File: src/rtl/mul_issue_ctrl.sv
// Issue/writeback controller for the shared-operand multiplier: accepts RV32M multiply ops, issues them, and returns the selected result word.
// Optional build macro: MUL_ZERO_BYPASS_EN (zero operand skips the multiplier and completes with 0).
module mul_issue_ctrl #(
    parameter int XLEN  = 32,
    parameter int TAG_W = 5
) (
    input  logic             clk,
    input  logic             rst,
    input  logic             req_valid,
    output logic             req_ready,
    input  logic [1:0]       req_op,
    input  logic [XLEN-1:0]  req_rs1,
    input  logic [XLEN-1:0]  req_rs2,
    input  logic [TAG_W-1:0] req_rd,
    input  logic             flush,
    input  logic             mul_inready,
    output logic             mul_invalid,
    output logic             mul_flush,
    output logic [1:0]       mul_signed,
    output logic [XLEN-1:0]  mul_multiplicand,
    output logic [XLEN-1:0]  mul_multiplier,
    input  logic             mul_outvalid,
    input  logic [XLEN-1:0]  mul_result_hi,
    input  logic [XLEN-1:0]  mul_result_lo,
    output logic             wb_valid,
    input  logic             wb_ready,
    output logic [TAG_W-1:0] wb_rd,
    output logic [XLEN-1:0]  wb_data
);

    typedef enum logic [2:0] {IDLE, ISSUE, BUSY, DRAIN, DONE} state_t;

    state_t           state;
    state_t           state_nx;
    logic [XLEN-1:0]  rs1_q;
    logic [XLEN-1:0]  rs2_q;
    logic [XLEN-1:0]  data_q;
    logic [TAG_W-1:0] rd_q;
    logic [1:0]       op_q;
    logic [1:0]       sgn_q;
    logic [1:0]       sgn_dec;
    logic             drain_flush_q;
    logic             accept;
    logic             bypass;

    assign req_ready = (state == IDLE) && !flush && !rst;
    assign accept    = req_valid && req_ready;

`ifdef MUL_ZERO_BYPASS_EN
    assign bypass = (req_rs1 == '0) || (req_rs2 == '0);
`else
    assign bypass = 1'b0;
`endif

    always_comb begin
        case (req_op)
            2'b00, 2'b01: sgn_dec = 2'b11;
            2'b10:        sgn_dec = 2'b10;
            default:      sgn_dec = 2'b00;
        endcase
    end

    always_comb begin
        state_nx    = state;
        mul_invalid = 1'b0;
        mul_flush   = 1'b0;
        wb_valid    = 1'b0;
        case (state)
            IDLE: begin
                if (accept) state_nx = bypass ? DONE : ISSUE;
            end
            ISSUE: begin
                mul_invalid = 1'b1;
                // A flush in the same cycle the multiplier takes the op still has to cancel it there.
                if (flush)            state_nx = mul_inready ? DRAIN : IDLE;
                else if (mul_inready) state_nx = BUSY;
            end
            BUSY: begin
                if (flush) begin
                    mul_flush = 1'b1;
                    state_nx  = DRAIN;
                end else if (mul_outvalid) begin
                    state_nx = DONE;
                end
            end
            DRAIN: begin
                mul_flush = drain_flush_q;
                if (mul_inready) state_nx = IDLE;
            end
            DONE: begin
                wb_valid = 1'b1;
                if (flush || wb_ready) state_nx = IDLE;
            end
            default: state_nx = IDLE;
        endcase
    end

    // Signedness is decoded once at accept and stored, which equals decoding the stored op.
    always_ff @(posedge clk) begin
        if (rst) begin
            state         <= IDLE;
            rs1_q         <= '0;
            rs2_q         <= '0;
            rd_q          <= '0;
            op_q          <= '0;
            sgn_q         <= '0;
            data_q        <= '0;
            drain_flush_q <= 1'b0;
        end else begin
            state         <= state_nx;
            drain_flush_q <= (state == ISSUE) && flush && mul_inready;
            if (accept) begin
                rs1_q <= req_rs1;
                rs2_q <= req_rs2;
                rd_q  <= req_rd;
                op_q  <= req_op;
                sgn_q <= sgn_dec;
                if (bypass) data_q <= '0;
            end
            if ((state == BUSY) && !flush && mul_outvalid)
                data_q <= (op_q == 2'b00) ? mul_result_lo : mul_result_hi;
        end
    end

    assign mul_signed       = sgn_q;
    assign mul_multiplicand = rs1_q;
    assign mul_multiplier   = rs2_q;
    assign wb_rd            = rd_q;
    assign wb_data          = data_q;

endmodule
File: config.mk
export PLATFORM = sky130hd
export DESIGN_NAME = mul_issue_ctrl
export DESIGN_NICKNAME = d
export VERILOG_FILES = /design/src/rtl/mul_issue_ctrl.sv
export SDC_FILE = /design/constraint.sdc
export NUM_CORES = 1
export LEC_CHECK = 0
export CAP_MARGIN = 25
export CORE_ASPECT_RATIO = 0.8
export CORE_MARGIN = 5
export CORE_UTILIZATION = 39
export DETAILED_ROUTE_END_ITERATION = 8
export GPL_ROUTABILITY_DRIVEN = 0
export PLACE_DENSITY = 0.81
export SYNTH_ARGS = -nofsm -noshare
export SYNTH_HDL_FRONTEND = slang
export SYNTH_SLANG_ARGS = --single-unit
File: constraint.sdc
create_clock -name clk -period 1.65 [get_ports clk]
set_input_delay 0.165 -clock clk [delete_from_list [all_inputs] [get_ports clk]]
set_output_delay 0.165 -clock clk [all_outputs]
set_load 0.02 [all_outputs]
==> reports/qor.yml <==
sta:
  relSlewSlack_pct: 47.76
  fin_hold_ws_ns: 0.03675
  finalHoldViolations: 0
  fmax_ghz: 0.6336
  setup_slack_ns: 0.07184
  rsz0062_at_grt: "no"
  worst_pin_slew_ns: 0.7836
  post-route-min-period_ns: 1.578
  finClkSkew_ns: 0.01075
  final-setup-viol-count: 0
  finalMaxSlewViolations: 0
  finalCritPeriodShare_pct: 95.65
route:
  first_pass_iters: 5
  wl_met2_um: 8123
  drc: 0
  via_per_inst: 5.613
  top_layer_used: "met4"
  wire_per_inst_um: 18.10
  drt_wl_total_um: 16910
  num_vias: 5243
  drt_iter0_markers: 385
  met1Wirelength_um: 6664
  ant_nets: 0
  met3_length_um: 1878
layout:
  final-seq-area_sq_mm: 0.002182
  n_fill_cell: 900
  final_cells: 934
  mostFrequentLayoutCell: "clkdlybuf4s50_1"
  synthToLayoutAreaGrowth_pct: 68.03
  final_area_sq_mm: 0.007602
  layout_common_cells: "clkdlybuf4s50_1 (243), dfxtp_1 (109), a21oi_1 (105), o21ai_0 (89), nand3_1 (71)"
  insertedDiodeCount: 0
  drive_gt1_share_pct: 8.015
  final_util_pct: 66.51
  multiInputGateArea_sq_mm: 0.002071
  finish.net_count: 923
setup_path:
  cp_max_fo: 43
  crit_buf_inv: 2
  start_kind: "flop"
  worstPathRequired_ns: 1.84
  critical_path.top_delay_family: "simple AND/OR/NAND/NOR gates"
  crit_path_top_delay_cell: "or3_4"
  cpPeakStageDelay_ns: 0.41
  path_class: "flop to flop"
  arrival_ns: 1.77
  worstSetupEndpointType: "flop"
  crit_chain: "or3_4, buf_8, buf_6, o21ai_0, a21oi_1"
run_status:
  status: "finished clean"
synthesis:
  synth-seq-cells: 109
  syn_area_per_cell_sq_um: 8.137
  syn_inst: 556
  yosysTopAreaCellShare_pct: 48.23
  synthesis.area_sq_mm: 0.004524
  ys_top_cells_by_area: "dfxtp_1 (48%), a21oi_1 (12%), o21ai_0 (10%)"
  yosysWarnings: 0
  yosys.area.top_type: "dfxtp_1"
  synth_nets: 698
  synth-seq-area-share_pct: 48.23
  ys_types: 32
placed_design:
  dp_cells: 918
  dp.final_hpwl_um: 12170
  dpl_cell_area_sq_mm: 0.007292
  dp_slack_ns: -0.2968
  portBuffers: 248
run:
  drv_cap: 0
grt:
  grt_pass1_vias: 5109
  grt_first_pass_wirelength_um: 26020
  grtUsageTotal_pct: 23.05
  antenna_found_initial: 0
  grt_max_degree: 75
  grt_overflow_total: 0
die:
  die-area_sq_mm: 0.01387
  core_sq_mm: 0.01143
  die_h_um: 106.3
  die_width_um: 130.4
  io_pins: 249
  rows: 35
  initial_core_util_pct: 39.58
cts:
  cts.clk_slew.worst_paths_ns: 0.08
  post-cts-setup-buffers: 0
  htree_levels: 3
  cts_sinks: 109
  clockRootBuffer: "clkbuf_16"
  clock_latency_ns: 0.34
  cts_tree: "yes"
  cts_buffers: 9
  cts_buffer_depth: 2
pwr:
  p_leak_nw: 2.585
  max-vdd-ir-drop_uv: 545.5
  p_per_area_mw_per_mm2: 850.3
hold_path:
  holdCritPathClass: "input port to flop"
## synth_stat cells, drive strengths merged
library cell / n
a221o: 1
clkbuf: 45
or2: 1
nor3b: 3
nand3: 71
nor2: 5
a311oi: 33
nand2: 34
a21boi: 1
nand3b: 1
mux2i: 1
nor2b: 2
o21ai: 104
nor4: 2
or4b: 1
a22oi: 1
a211oi: 2
a21oi: 105
or3: 2
nand2b: 2
and2: 2
dfxtp: 109
o22ai: 1
buf: 22
inv: 1
nor3: 3
or3b: 1
## area by class of cell
type	count	area share, %
multi-input cells	379	27.24
clock buffers	9	2.962
well taps	148	2.436
clock inverters	7	1.152
flip-flops and latches	109	28.70
repair buffers	281	37.46
inverters	1	0.04937
## per-layer routing
| metal | GRT usage (%) | up-vias |
|---|---|---|
| met5 | 0 | - |
| met1 | 27.83 | 2469 |
| li1 | - | 2481 |
| met2 | 38.91 | 272 |
| met3 | 8.438 | 21 |
| met4 | 5.580 | 0 |
## worst paths after layout
| kind | startpoint | endpoint | slack [ns] | cells past startpoint |
|---|---|---|---|---|
| setup / recovery | state[1]$_SDFFE_PP0P_ | wb_rd[4]$_SDFFE_PP0P_ | 0.07 | 5 |
| hold / removal | rst | mul_multiplicand[11]$_SDFFE_PP0P_ | 0.04 | 2 |
| setup reg to reg | state[1]$_SDFFE_PP0P_ | wb_rd[4]$_SDFFE_PP0P_ | 0.07 | 5 |
| hold reg to reg | mul_multiplicand[18]$_SDFFE_PP0P_ | mul_multiplicand[18]$_SDFFE_PP0P_ | 0.48 | 2 |
## repair_timing
action                     in CTS  in global routing
gates resized for setup         9                 13
setup endpoints to repair      14                 34
hold buffers                    0                  0
## stage by stage
step                power [W]  setup TNS (ns)
finish               0.006464               0
global route         0.006738               0
CTS                  0.006517               0
detailed placement   0.004255          -16.20
global placement     0.004222          -13.38
floorplan            0.003457               0
## kinds of logic (layout without fill, tap and decap cells)
| family | count (synthesis) | after routing | share of synthesized area, % |
|---|---|---|---|
| AO/OA/AOI/OAI | 248 | 248 | 30.53 |
| buffers and inverters | 68 | 298 | 6.665 |
| flip-flops | 109 | 109 | 48.23 |
| multiplexers | 1 | 1 | 0.2212 |
| AND/OR/NAND/NOR | 130 | 130 | 14.35 |
## report_power, final
group          switching, W  internal, W  total [W]
sequential        0.0000494      0.00272    0.00277
combinational      0.000716     0.000720    0.00144
clock               0.00103      0.00122    0.00225
## sequential cells by signal (all words and copies together), names as in the netlist
| name | count |
|---|---|
| wb_rd | 5 |
| wb_data | 32 |
| drain_flush_q | 1 |
| op_q | 2 |
| mul_multiplier | 32 |
| mul_signed | 2 |
| state | 3 |
| mul_multiplicand | 32 |
No activity file was read; power rests on OpenSTA's default activity.
